### config.mk
export PLATFORM = sky130hd
export DESIGN_NAME = id_ex_pipe_reg_flat
export DESIGN_NICKNAME = d
export VERILOG_FILES = /design/src/rtl/id_ex_pipe_reg_if.sv /design/src/rtl/id_ex_pipe_reg.sv /design/src/flat_wrapper.sv
export SDC_FILE = /design/constraint.sdc
export NUM_CORES = 1
export LEC_CHECK = 0
export ABC_CLOCK_PERIOD_IN_PS = 6100
export BUFFER_PORTS_ARGS = -buffer_cell sky130_fd_sc_hd__buf_2
export CAP_MARGIN = 20
export CORE_MARGIN = 5
export CORE_UTILIZATION = 50
export CTS_CLUSTER_DIAMETER = 100
export CTS_CLUSTER_SIZE = 10
export DETAILED_ROUTE_END_ITERATION = 12
export GPL_TIMING_DRIVEN = 0
export HOLD_SLACK_MARGIN = 0.1
export PLACE_DENSITY = 0.81
export SYNTH_ARGS = -nofsm -noshare
export SYNTH_HDL_FRONTEND = slang
export SYNTH_SLANG_ARGS = --single-unit
### constraint.sdc
create_clock -name clk -period 6.1 [get_ports clk]
set_input_delay 0.61 -clock clk [delete_from_list [all_inputs] [get_ports clk]]
set_output_delay 0.61 -clock clk [all_outputs]
set_load 0.005 [all_outputs]
### src/rtl/id_ex_pipe_reg_if.sv
// ID/EX pipeline-register bundle: ID-stage inputs, EX-facing registered outputs and IF/ID hold.
// slave = the pipeline register itself; master = the surrounding core (or a testbench).
interface id_ex_pipe_reg_if #(
  parameter int XLEN    = 32,
  parameter int FUNCT_W = 4
);
  logic               ID_VALID;
  logic [XLEN-1:0]    ID_PC;
  logic [XLEN-1:0]    ID_RS1_DATA;
  logic [XLEN-1:0]    ID_RS2_DATA;
  logic [XLEN-1:0]    ID_IMM;
  logic [4:0]         ID_RS1_ADD;
  logic [4:0]         ID_RS2_ADD;
  logic [4:0]         ID_RD_ADD;
  logic [FUNCT_W-1:0] ID_FUNCT;
  logic               ID_WB_CTRL_RegWrite;
  logic               ID_WB_CTRL_MemtoReg;
  logic               ID_M_CTRL_MemRead;
  logic               ID_M_CTRL_MemWrite;
  logic               ID_EX_CTRL_ALUSrc;
  logic [1:0]         ID_EX_CTRL_ALUOp;
  logic               FLUSH;
  logic               EX_STALL;

  logic               ID_EX_REG_VALID;
  logic [XLEN-1:0]    ID_EX_REG_PC;
  logic [XLEN-1:0]    ID_EX_REG_RS1_DATA;
  logic [XLEN-1:0]    ID_EX_REG_RS2_DATA;
  logic [XLEN-1:0]    ID_EX_REG_IMM;
  logic [4:0]         ID_EX_REG_RS1_ADD;
  logic [4:0]         ID_EX_REG_RS2_ADD;
  logic [4:0]         ID_EX_REG_RD_ADD;
  logic [FUNCT_W-1:0] ID_EX_REG_FUNCT;
  logic               ID_EX_REG_WB_CTRL_RegWrite;
  logic               ID_EX_REG_WB_CTRL_MemtoReg;
  logic               ID_EX_REG_M_CTRL_MemRead;
  logic               ID_EX_REG_M_CTRL_MemWrite;
  logic               ID_EX_REG_EX_CTRL_ALUSrc;
  logic [1:0]         ID_EX_REG_EX_CTRL_ALUOp;
  logic               STALL_IF_ID;

  modport slave (
    input  ID_VALID, ID_PC, ID_RS1_DATA, ID_RS2_DATA, ID_IMM,
           ID_RS1_ADD, ID_RS2_ADD, ID_RD_ADD, ID_FUNCT,
           ID_WB_CTRL_RegWrite, ID_WB_CTRL_MemtoReg,
           ID_M_CTRL_MemRead, ID_M_CTRL_MemWrite,
           ID_EX_CTRL_ALUSrc, ID_EX_CTRL_ALUOp, FLUSH, EX_STALL,
    output ID_EX_REG_VALID, ID_EX_REG_PC, ID_EX_REG_RS1_DATA, ID_EX_REG_RS2_DATA,
           ID_EX_REG_IMM, ID_EX_REG_RS1_ADD, ID_EX_REG_RS2_ADD, ID_EX_REG_RD_ADD,
           ID_EX_REG_FUNCT, ID_EX_REG_WB_CTRL_RegWrite, ID_EX_REG_WB_CTRL_MemtoReg,
           ID_EX_REG_M_CTRL_MemRead, ID_EX_REG_M_CTRL_MemWrite,
           ID_EX_REG_EX_CTRL_ALUSrc, ID_EX_REG_EX_CTRL_ALUOp, STALL_IF_ID
  );

  modport master (
    output ID_VALID, ID_PC, ID_RS1_DATA, ID_RS2_DATA, ID_IMM,
           ID_RS1_ADD, ID_RS2_ADD, ID_RD_ADD, ID_FUNCT,
           ID_WB_CTRL_RegWrite, ID_WB_CTRL_MemtoReg,
           ID_M_CTRL_MemRead, ID_M_CTRL_MemWrite,
           ID_EX_CTRL_ALUSrc, ID_EX_CTRL_ALUOp, FLUSH, EX_STALL,
    input  ID_EX_REG_VALID, ID_EX_REG_PC, ID_EX_REG_RS1_DATA, ID_EX_REG_RS2_DATA,
           ID_EX_REG_IMM, ID_EX_REG_RS1_ADD, ID_EX_REG_RS2_ADD, ID_EX_REG_RD_ADD,
           ID_EX_REG_FUNCT, ID_EX_REG_WB_CTRL_RegWrite, ID_EX_REG_WB_CTRL_MemtoReg,
           ID_EX_REG_M_CTRL_MemRead, ID_EX_REG_M_CTRL_MemWrite,
           ID_EX_REG_EX_CTRL_ALUSrc, ID_EX_REG_EX_CTRL_ALUOp, STALL_IF_ID
  );
endinterface

### src/rtl/id_ex_pipe_reg.sv
// ID/EX pipeline register with load-use hazard detection, bubble insertion, flush and downstream hold.
// Define ID_EX_HAZARD_PERF_EN to add saturating bubble/flush event counters.
module id_ex_pipe_reg #(
  parameter int XLEN    = 32,
  parameter int FUNCT_W = 4
) (
  input  logic            clk,
  input  logic            rst,
  id_ex_pipe_reg_if.slave bus
`ifdef ID_EX_HAZARD_PERF_EN
  ,
  output logic [31:0]     HAZ_BUBBLE_CNT,
  output logic [31:0]     HAZ_FLUSH_CNT
`endif
);

  typedef struct packed {
    logic               valid;
    logic [XLEN-1:0]    pc;
    logic [XLEN-1:0]    rs1_data;
    logic [XLEN-1:0]    rs2_data;
    logic [XLEN-1:0]    imm;
    logic [4:0]         rs1_add;
    logic [4:0]         rs2_add;
    logic [4:0]         rd_add;
    logic [FUNCT_W-1:0] funct;
    logic               reg_write;
    logic               memto_reg;
    logic               mem_read;
    logic               mem_write;
    logic               alu_src;
    logic [1:0]         alu_op;
  } ex_reg_t;

  ex_reg_t ex_q, ex_d, id_fields;
  logic    load_use;
  logic    bubble_evt;

  always_comb begin
    id_fields           = '0;
    id_fields.valid     = bus.ID_VALID;
    id_fields.pc        = bus.ID_PC;
    id_fields.rs1_data  = bus.ID_RS1_DATA;
    id_fields.rs2_data  = bus.ID_RS2_DATA;
    id_fields.imm       = bus.ID_IMM;
    id_fields.rs1_add   = bus.ID_RS1_ADD;
    id_fields.rs2_add   = bus.ID_RS2_ADD;
    id_fields.rd_add    = bus.ID_RD_ADD;
    id_fields.funct     = bus.ID_FUNCT;
    id_fields.reg_write = bus.ID_WB_CTRL_RegWrite;
    id_fields.memto_reg = bus.ID_WB_CTRL_MemtoReg;
    id_fields.mem_read  = bus.ID_M_CTRL_MemRead;
    id_fields.mem_write = bus.ID_M_CTRL_MemWrite;
    id_fields.alu_src   = bus.ID_EX_CTRL_ALUSrc;
    id_fields.alu_op    = bus.ID_EX_CTRL_ALUOp;
  end

  // Hazard is judged from the registered load only, so a bubble clears it after one cycle.
  assign load_use = ex_q.valid && ex_q.mem_read && (ex_q.rd_add != 5'd0) && bus.ID_VALID &&
                    ((ex_q.rd_add == bus.ID_RS1_ADD) || (ex_q.rd_add == bus.ID_RS2_ADD));

  assign bus.STALL_IF_ID = !bus.FLUSH && (bus.EX_STALL || load_use);
  assign bubble_evt      = !bus.FLUSH && !bus.EX_STALL && load_use;

  // A bubble is all-zero: no valid, no controls, x0 addresses, zeroed data.
  always_comb begin
    ex_d = ex_q;
    if (bus.FLUSH) begin
      ex_d = '0;
    end else if (bus.EX_STALL) begin
      ex_d = ex_q;
    end else if (load_use) begin
      ex_d = '0;
    end else begin
      ex_d = id_fields;
    end
  end

  always_ff @(posedge clk or posedge rst) begin
    if (rst) begin
      ex_q <= '0;
    end else begin
      ex_q <= ex_d;
    end
  end

  assign bus.ID_EX_REG_VALID            = ex_q.valid;
  assign bus.ID_EX_REG_PC               = ex_q.pc;
  assign bus.ID_EX_REG_RS1_DATA         = ex_q.rs1_data;
  assign bus.ID_EX_REG_RS2_DATA         = ex_q.rs2_data;
  assign bus.ID_EX_REG_IMM              = ex_q.imm;
  assign bus.ID_EX_REG_RS1_ADD          = ex_q.rs1_add;
  assign bus.ID_EX_REG_RS2_ADD          = ex_q.rs2_add;
  assign bus.ID_EX_REG_RD_ADD           = ex_q.rd_add;
  assign bus.ID_EX_REG_FUNCT            = ex_q.funct;
  assign bus.ID_EX_REG_WB_CTRL_RegWrite = ex_q.reg_write;
  assign bus.ID_EX_REG_WB_CTRL_MemtoReg = ex_q.memto_reg;
  assign bus.ID_EX_REG_M_CTRL_MemRead   = ex_q.mem_read;
  assign bus.ID_EX_REG_M_CTRL_MemWrite  = ex_q.mem_write;
  assign bus.ID_EX_REG_EX_CTRL_ALUSrc   = ex_q.alu_src;
  assign bus.ID_EX_REG_EX_CTRL_ALUOp    = ex_q.alu_op;

`ifdef ID_EX_HAZARD_PERF_EN
  logic [31:0] bub_cnt_q, bub_cnt_d;
  logic [31:0] flush_cnt_q, flush_cnt_d;

  always_comb begin
    bub_cnt_d   = bub_cnt_q;
    flush_cnt_d = flush_cnt_q;
    if (bubble_evt && (bub_cnt_q != 32'hFFFF_FFFF)) begin
      bub_cnt_d = bub_cnt_q + 32'd1;
    end
    if (bus.FLUSH && (flush_cnt_q != 32'hFFFF_FFFF)) begin
      flush_cnt_d = flush_cnt_q + 32'd1;
    end
  end

  always_ff @(posedge clk or posedge rst) begin
    if (rst) begin
      bub_cnt_q   <= '0;
      flush_cnt_q <= '0;
    end else begin
      bub_cnt_q   <= bub_cnt_d;
      flush_cnt_q <= flush_cnt_d;
    end
  end

  assign HAZ_BUBBLE_CNT = bub_cnt_q;
  assign HAZ_FLUSH_CNT  = flush_cnt_q;
`else
  logic unused_evt;
  assign unused_evt = bubble_evt;
`endif

endmodule
### src/flat_wrapper.sv
// flat-port wrapper written by rule: the top's interface ports become plain ports
module id_ex_pipe_reg_flat 
#(
  parameter int XLEN    = 32,
  parameter int FUNCT_W = 4
)
  (clk, rst, bus_ID_VALID, bus_ID_PC, bus_ID_RS1_DATA, bus_ID_RS2_DATA, bus_ID_IMM, bus_ID_RS1_ADD, bus_ID_RS2_ADD, bus_ID_RD_ADD, bus_ID_FUNCT, bus_ID_WB_CTRL_RegWrite, bus_ID_WB_CTRL_MemtoReg, bus_ID_M_CTRL_MemRead, bus_ID_M_CTRL_MemWrite, bus_ID_EX_CTRL_ALUSrc, bus_ID_EX_CTRL_ALUOp, bus_FLUSH, bus_EX_STALL, bus_ID_EX_REG_VALID, bus_ID_EX_REG_PC, bus_ID_EX_REG_RS1_DATA, bus_ID_EX_REG_RS2_DATA, bus_ID_EX_REG_IMM, bus_ID_EX_REG_RS1_ADD, bus_ID_EX_REG_RS2_ADD, bus_ID_EX_REG_RD_ADD, bus_ID_EX_REG_FUNCT, bus_ID_EX_REG_WB_CTRL_RegWrite, bus_ID_EX_REG_WB_CTRL_MemtoReg, bus_ID_EX_REG_M_CTRL_MemRead, bus_ID_EX_REG_M_CTRL_MemWrite, bus_ID_EX_REG_EX_CTRL_ALUSrc, bus_ID_EX_REG_EX_CTRL_ALUOp, bus_STALL_IF_ID);
  id_ex_pipe_reg_if #(.XLEN(XLEN), .FUNCT_W(FUNCT_W)) bus_i ();
  input  logic clk;
  input  logic rst;
  input wire logic [$bits(bus_i.ID_VALID)-1:0] bus_ID_VALID;
  input wire logic [$bits(bus_i.ID_PC)-1:0] bus_ID_PC;
  input wire logic [$bits(bus_i.ID_RS1_DATA)-1:0] bus_ID_RS1_DATA;
  input wire logic [$bits(bus_i.ID_RS2_DATA)-1:0] bus_ID_RS2_DATA;
  input wire logic [$bits(bus_i.ID_IMM)-1:0] bus_ID_IMM;
  input wire logic [$bits(bus_i.ID_RS1_ADD)-1:0] bus_ID_RS1_ADD;
  input wire logic [$bits(bus_i.ID_RS2_ADD)-1:0] bus_ID_RS2_ADD;
  input wire logic [$bits(bus_i.ID_RD_ADD)-1:0] bus_ID_RD_ADD;
  input wire logic [$bits(bus_i.ID_FUNCT)-1:0] bus_ID_FUNCT;
  input wire logic [$bits(bus_i.ID_WB_CTRL_RegWrite)-1:0] bus_ID_WB_CTRL_RegWrite;
  input wire logic [$bits(bus_i.ID_WB_CTRL_MemtoReg)-1:0] bus_ID_WB_CTRL_MemtoReg;
  input wire logic [$bits(bus_i.ID_M_CTRL_MemRead)-1:0] bus_ID_M_CTRL_MemRead;
  input wire logic [$bits(bus_i.ID_M_CTRL_MemWrite)-1:0] bus_ID_M_CTRL_MemWrite;
  input wire logic [$bits(bus_i.ID_EX_CTRL_ALUSrc)-1:0] bus_ID_EX_CTRL_ALUSrc;
  input wire logic [$bits(bus_i.ID_EX_CTRL_ALUOp)-1:0] bus_ID_EX_CTRL_ALUOp;
  input wire logic [$bits(bus_i.FLUSH)-1:0] bus_FLUSH;
  input wire logic [$bits(bus_i.EX_STALL)-1:0] bus_EX_STALL;
  output wire logic [$bits(bus_i.ID_EX_REG_VALID)-1:0] bus_ID_EX_REG_VALID;
  output wire logic [$bits(bus_i.ID_EX_REG_PC)-1:0] bus_ID_EX_REG_PC;
  output wire logic [$bits(bus_i.ID_EX_REG_RS1_DATA)-1:0] bus_ID_EX_REG_RS1_DATA;
  output wire logic [$bits(bus_i.ID_EX_REG_RS2_DATA)-1:0] bus_ID_EX_REG_RS2_DATA;
  output wire logic [$bits(bus_i.ID_EX_REG_IMM)-1:0] bus_ID_EX_REG_IMM;
  output wire logic [$bits(bus_i.ID_EX_REG_RS1_ADD)-1:0] bus_ID_EX_REG_RS1_ADD;
  output wire logic [$bits(bus_i.ID_EX_REG_RS2_ADD)-1:0] bus_ID_EX_REG_RS2_ADD;
  output wire logic [$bits(bus_i.ID_EX_REG_RD_ADD)-1:0] bus_ID_EX_REG_RD_ADD;
  output wire logic [$bits(bus_i.ID_EX_REG_FUNCT)-1:0] bus_ID_EX_REG_FUNCT;
  output wire logic [$bits(bus_i.ID_EX_REG_WB_CTRL_RegWrite)-1:0] bus_ID_EX_REG_WB_CTRL_RegWrite;
  output wire logic [$bits(bus_i.ID_EX_REG_WB_CTRL_MemtoReg)-1:0] bus_ID_EX_REG_WB_CTRL_MemtoReg;
  output wire logic [$bits(bus_i.ID_EX_REG_M_CTRL_MemRead)-1:0] bus_ID_EX_REG_M_CTRL_MemRead;
  output wire logic [$bits(bus_i.ID_EX_REG_M_CTRL_MemWrite)-1:0] bus_ID_EX_REG_M_CTRL_MemWrite;
  output wire logic [$bits(bus_i.ID_EX_REG_EX_CTRL_ALUSrc)-1:0] bus_ID_EX_REG_EX_CTRL_ALUSrc;
  output wire logic [$bits(bus_i.ID_EX_REG_EX_CTRL_ALUOp)-1:0] bus_ID_EX_REG_EX_CTRL_ALUOp;
  output wire logic [$bits(bus_i.STALL_IF_ID)-1:0] bus_STALL_IF_ID;
  assign bus_i.ID_VALID = bus_ID_VALID;
  assign bus_i.ID_PC = bus_ID_PC;
  assign bus_i.ID_RS1_DATA = bus_ID_RS1_DATA;
  assign bus_i.ID_RS2_DATA = bus_ID_RS2_DATA;
  assign bus_i.ID_IMM = bus_ID_IMM;
  assign bus_i.ID_RS1_ADD = bus_ID_RS1_ADD;
  assign bus_i.ID_RS2_ADD = bus_ID_RS2_ADD;
  assign bus_i.ID_RD_ADD = bus_ID_RD_ADD;
  assign bus_i.ID_FUNCT = bus_ID_FUNCT;
  assign bus_i.ID_WB_CTRL_RegWrite = bus_ID_WB_CTRL_RegWrite;
  assign bus_i.ID_WB_CTRL_MemtoReg = bus_ID_WB_CTRL_MemtoReg;
  assign bus_i.ID_M_CTRL_MemRead = bus_ID_M_CTRL_MemRead;
  assign bus_i.ID_M_CTRL_MemWrite = bus_ID_M_CTRL_MemWrite;
  assign bus_i.ID_EX_CTRL_ALUSrc = bus_ID_EX_CTRL_ALUSrc;
  assign bus_i.ID_EX_CTRL_ALUOp = bus_ID_EX_CTRL_ALUOp;
  assign bus_i.FLUSH = bus_FLUSH;
  assign bus_i.EX_STALL = bus_EX_STALL;
  assign bus_ID_EX_REG_VALID = bus_i.ID_EX_REG_VALID;
  assign bus_ID_EX_REG_PC = bus_i.ID_EX_REG_PC;
  assign bus_ID_EX_REG_RS1_DATA = bus_i.ID_EX_REG_RS1_DATA;
  assign bus_ID_EX_REG_RS2_DATA = bus_i.ID_EX_REG_RS2_DATA;
  assign bus_ID_EX_REG_IMM = bus_i.ID_EX_REG_IMM;
  assign bus_ID_EX_REG_RS1_ADD = bus_i.ID_EX_REG_RS1_ADD;
  assign bus_ID_EX_REG_RS2_ADD = bus_i.ID_EX_REG_RS2_ADD;
  assign bus_ID_EX_REG_RD_ADD = bus_i.ID_EX_REG_RD_ADD;
  assign bus_ID_EX_REG_FUNCT = bus_i.ID_EX_REG_FUNCT;
  assign bus_ID_EX_REG_WB_CTRL_RegWrite = bus_i.ID_EX_REG_WB_CTRL_RegWrite;
  assign bus_ID_EX_REG_WB_CTRL_MemtoReg = bus_i.ID_EX_REG_WB_CTRL_MemtoReg;
  assign bus_ID_EX_REG_M_CTRL_MemRead = bus_i.ID_EX_REG_M_CTRL_MemRead;
  assign bus_ID_EX_REG_M_CTRL_MemWrite = bus_i.ID_EX_REG_M_CTRL_MemWrite;
  assign bus_ID_EX_REG_EX_CTRL_ALUSrc = bus_i.ID_EX_REG_EX_CTRL_ALUSrc;
  assign bus_ID_EX_REG_EX_CTRL_ALUOp = bus_i.ID_EX_REG_EX_CTRL_ALUOp;
  assign bus_STALL_IF_ID = bus_i.STALL_IF_ID;
  id_ex_pipe_reg #(.XLEN(XLEN), .FUNCT_W(FUNCT_W)) u_core (.clk(clk), .rst(rst), .bus(bus_i));
endmodule
==> metrics.log <==
INFO  metric cp_data_arrival_time = about 2.5 ns
INFO  metric synthesis.yosys.warnings = 0
INFO  metric clk_root_buffer_cell = sky130_fd_sc_hd__clkbuf_16
INFO  metric synth_cells = 737
INFO  metric cts_buffers = 17
INFO  metric synth.distinct_cells = 19
INFO  metric path_clk_slew = about 0.060 ns
INFO  metric met3WireLength = just under 2 mm
INFO  metric layout_cells_sized_above_1 = between 30% and 40%
INFO  metric cp-start-kind = flip-flop
INFO  metric grt_antenna_before_repair = 4
INFO  metric dr.max_layer_used = met5
INFO  metric die_width = between 100 and 150 µm
INFO  metric cp_capture_type = output port
INFO  metric comb_power_share = 19.8%
INFO  metric synth_edf_count = 0
INFO  metric rsz_0062_raised_after_global_routing = false
INFO  metric finClkSkew = 0.0104 ns
INFO  metric dp_hpwl = a little under 20 mm
INFO  metric final_period_minus_worst_setup_slack = ~3.1 ns
INFO  metric synth_top_cells_by_count = sky130_fd_sc_hd__a21o_1, sky130_fd_sc_hd__dfrtp_1, sky130_fd_sc_hd__nor3b_1, sky130_fd_sc_hd__a32o_1, sky130_fd_sc_hd__clkbuf_1
INFO  metric power_report.internal_total = a little over 2000 µW
INFO  metric area_of_combinational_cells_with_multiple_inputs = 0.00396 mm²
INFO  metric worst_ep_required_time = between 5 and 6 ns
INFO  metric first_pass_grt_wire_length = around 43 mm
INFO  metric yosys_top_cell_by_area = sky130_fd_sc_hd__dfrtp_1
INFO  metric timing.max_slew.rel_slack = 43.4%
INFO  metric power_density = about 260 mW/mm²
INFO  metric synth_top_area_share = a little under half
INFO  metric vias_per_cell = between 6 and 7
INFO  metric placementRows = 47
INFO  metric seq_area_frac_synth = a little under half
INFO  metric drt_first_iter_violations = 512
INFO  metric core_region_area = about 0.017 mm²
INFO  metric avgRoutedWirePerCell = between 20 and 25 µm
INFO  metric synth.cell_area = ~0.0084 mm²
INFO  metric postLayoutCoreUtil = 65.7%
INFO  metric routed-via-count = 7839
INFO  metric cts_tree = built
INFO  metric post_cts.resized_instances = 0
INFO  metric cts.path.max_buffers = 2
INFO  metric route.layer.met1.wl = 11.2 mm
INFO  metric cts_num_sinks = between 150 and 200
INFO  metric worst_path_maximum_fanout = 10
INFO  metric ant_nets = 0
INFO  metric avgSynthCellArea = about 11 µm²
INFO  metric post_cts.repair.setup_buffers = 0
INFO  metric synth_async_sr_flop_share = 100%
INFO  metric p_sw_share = between 20 and 30%
INFO  metric leakagePower = 0.00596 µW
INFO  metric routed_wirelength = approximately 27 mm
INFO  metric r2r.worst_path.cells = 6
INFO  metric run_status = finished clean
INFO  metric final_cells = approximately 1300
INFO  metric num-nets-final = between 1000 and 1500
INFO  metric hp-class = in2async
INFO  metric synth-main-ff-cell = sky130_fd_sc_hd__dfrtp_1
INFO  metric synthTopCellsByArea = sky130_fd_sc_hd__dfrtp_1, sky130_fd_sc_hd__a21o_1, sky130_fd_sc_hd__nor3b_1
INFO  metric net-switching-power = around 800 µW
INFO  metric max-cap-violations = 0
INFO  metric cts_hold_buffers = 0
INFO  metric worst_skew_pair.late_latency = 0.42 ns
INFO  metric report.final.hold_viol_count = 0
INFO  metric die_height = approximately 140 µm
INFO  metric power.share.clock = between 30% and 40%
INFO  metric start_util = around half
INFO  metric fmax = about 320 MHz
INFO  metric maximum_number_of_pins_on_one_net_before_global_route_repair = just under 100
INFO  metric slew_viol_final = 0
INFO  metric setup-violations-final = 0
INFO  metric detail_route.drc_violations = 0
INFO  metric dr_wl_met2 = 12.8 mm
INFO  metric via_count_of_the_first_global_routing_pass = roughly 8100
INFO  metric cts.htree.levels = 4
INFO  metric worst_pin_slew = around 0.85 ns
INFO  metric number_of_iterations_in_the_first_detailed_routing_pass = 4
INFO  metric postSynthRegisterBits = roughly 160
INFO  metric layout-area-overhead-vs-synth = 29.7%
INFO  metric grt_total_usage = 27.1%
INFO  metric n_fill_cell = approximately 1400
INFO  metric sequential_group_share_of_total_power = approximately 42%
INFO  metric pin_count = 315
INFO  metric gp_congestion = just over 0.9
INFO  metric dieArea = approximately 0.02 mm²
INFO  metric criticalPathCategory = reg2out
INFO  metric vdd_ir_drop_max = 177 µV
INFO  metric overall_overflow_remaining_after_global_route = 0
INFO  metric seqCellArea = 0.00388 mm²
INFO  metric port_buffers = 313
INFO  metric synth.net_count = 896
INFO  metric count_of_placed_standard_cells_including_taps = between 1000 and 1500
INFO  metric period_share = between 50 and 60%
-- critical path, stage by stage (launching register included) --
cell and delay (ns):
sky130_fd_sc_hd__dfrtp_1 0.51, sky130_fd_sc_hd__xor2_1 0.18, sky130_fd_sc_hd__nor2_1 0.06, sky130_fd_sc_hd__a22oi_1 0.32, sky130_fd_sc_hd__buf_2 0.30, sky130_fd_sc_hd__clkbuf_1 0.39
sky130_fd_sc_hd__o21bai_1 0.15, sky130_fd_sc_hd__buf_2 0.15
-- state kept, by name, summed over array words and instances (netlist names), 2 cells and up --
signal / flops
u_core.bus.ID_EX_REG_EX_CTRL_ALUOp: 2
u_core.bus.ID_EX_REG_FUNCT: 4
u_core.bus.ID_EX_REG_IMM: 32
u_core.bus.ID_EX_REG_PC: 32
u_core.bus.ID_EX_REG_RD_ADD: 5
u_core.bus.ID_EX_REG_RS1_ADD: 5
u_core.bus.ID_EX_REG_RS1_DATA: 32
u_core.bus.ID_EX_REG_RS2_ADD: 5
u_core.bus.ID_EX_REG_RS2_DATA: 32
-- cell usage in the layout (no fill, tap or decap), types with 2 or more instances in the layout --
cell type                   netlist  layout
sky130_fd_sc_hd__inv_6            0       2
sky130_fd_sc_hd__xor2_1          10      10
sky130_fd_sc_hd__buf_2            3     316
sky130_fd_sc_hd__clkbuf_16        0      17
sky130_fd_sc_hd__buf_6            5       5
sky130_fd_sc_hd__a21o_1         155     155
sky130_fd_sc_hd__a32o_1          83      83
sky130_fd_sc_hd__nor2_1           2       2
sky130_fd_sc_hd__nor3b_1        155     155
sky130_fd_sc_hd__diode_2          0       3
sky130_fd_sc_hd__clkbuf_1        76      77
sky130_fd_sc_hd__clkinv_4         0       5
sky130_fd_sc_hd__buf_8           11      11
sky130_fd_sc_hd__dfrtp_1        155     155
sky130_fd_sc_hd__nor3_1           2       2
sky130_fd_sc_hd__bufinv_16        0       2
sky130_fd_sc_hd__clkbuf_8         0       3
sky130_fd_sc_hd__a22o_1          72      72
-- path summary, 6_finish.rpt --
kind,startpoint,to,slack (ns)
worst max-delay path,u_core.bus.ID_EX_REG_RD_ADD[1],bus_STALL_IF_ID,3.01
worst min-delay path,rst,u_core.bus.ID_EX_REG_RS2_DATA[1],0.22
max in group asynchronous,rst,u_core.bus.ID_EX_REG_IMM[21],5.05
worst max register to register,u_core.bus.ID_EX_REG_RD_ADD[1],u_core.bus.ID_EX_REG_IMM[26],3.93
min in group clk,u_core.bus.ID_EX_REG_IMM[31],u_core.bus.ID_EX_REG_IMM[31],0.57
worst min register to register,u_core.bus.ID_EX_REG_IMM[31],u_core.bus.ID_EX_REG_IMM[31],0.57
-- final cells by class --
| cell class | instances | share of cell area, % |
|---|---|---|
| Timing Repair Buffer | 314 | 14.7 |
| Clock buffer | 21 | 4.33 |
| Sequential cell | 155 | 35.7 |
| Tap cell | 220 | 2.54 |
| Antenna cell | 3 | 0.0692 |
| Multi-Input combinational cell | 485 | 36.5 |
| Inverter | 2 | 0.138 |
| Clock inverter | 11 | 1.23 |
| Buffer | 95 | 4.81 |
-- metal layers --
layer / track usage [%] / up-vias
li1: - / 3562
met1: 35.4 / 3898
met2: 44.1 / 323
met3: 6.45 / 54
met4: 9.94 / 2
met5: 0 / -
-- through the flow --
stage / hold WS [ns] / worst slack, ns / setup TNS [ns] / area [µm²] / total power, µW
finish: 0.221 / 3.01 / 0 / 10900 / 2850
global route: 0.247 / 2.90 / 0 / 10900 / 2980
CTS: 0.225 / 3.00 / 0 / 10800 / 2870
detailed placement: 0.557 / 3.26 / 0 / 10200 / 1790
global placement: 0.556 / -0.726 / -111.19 / 10200 / 1770
floorplan: 0.571 / 1.31 / 0 / 8370 / 1530
-- power groups by stage --
stage | clock network, µW | registers, µW | logic, µW
6_report | 1080 | 1210 | 566
5_1_grt | 1150 | 1220 | 619
4_1_cts | 1100 | 1200 | 570
3_5_place_dp | 0 | 1220 | 566
2_1_floorplan | 0 | 1220 | 307
3_3_place_gp | 0 | 1220 | 556
-- kinds of logic after synthesis --
logic type | count (synthesis) | share of synthesized area, %
buffers and inverters | 97 | 6.33
xor gates and xnor gates | 10 | 1.05
DFF | 155 | 46.4
AOI/OAI and AO/OA | 313 | 31.9
and+or+nand+nor | 162 | 14.4
Power figures use the tool's default switching activity.
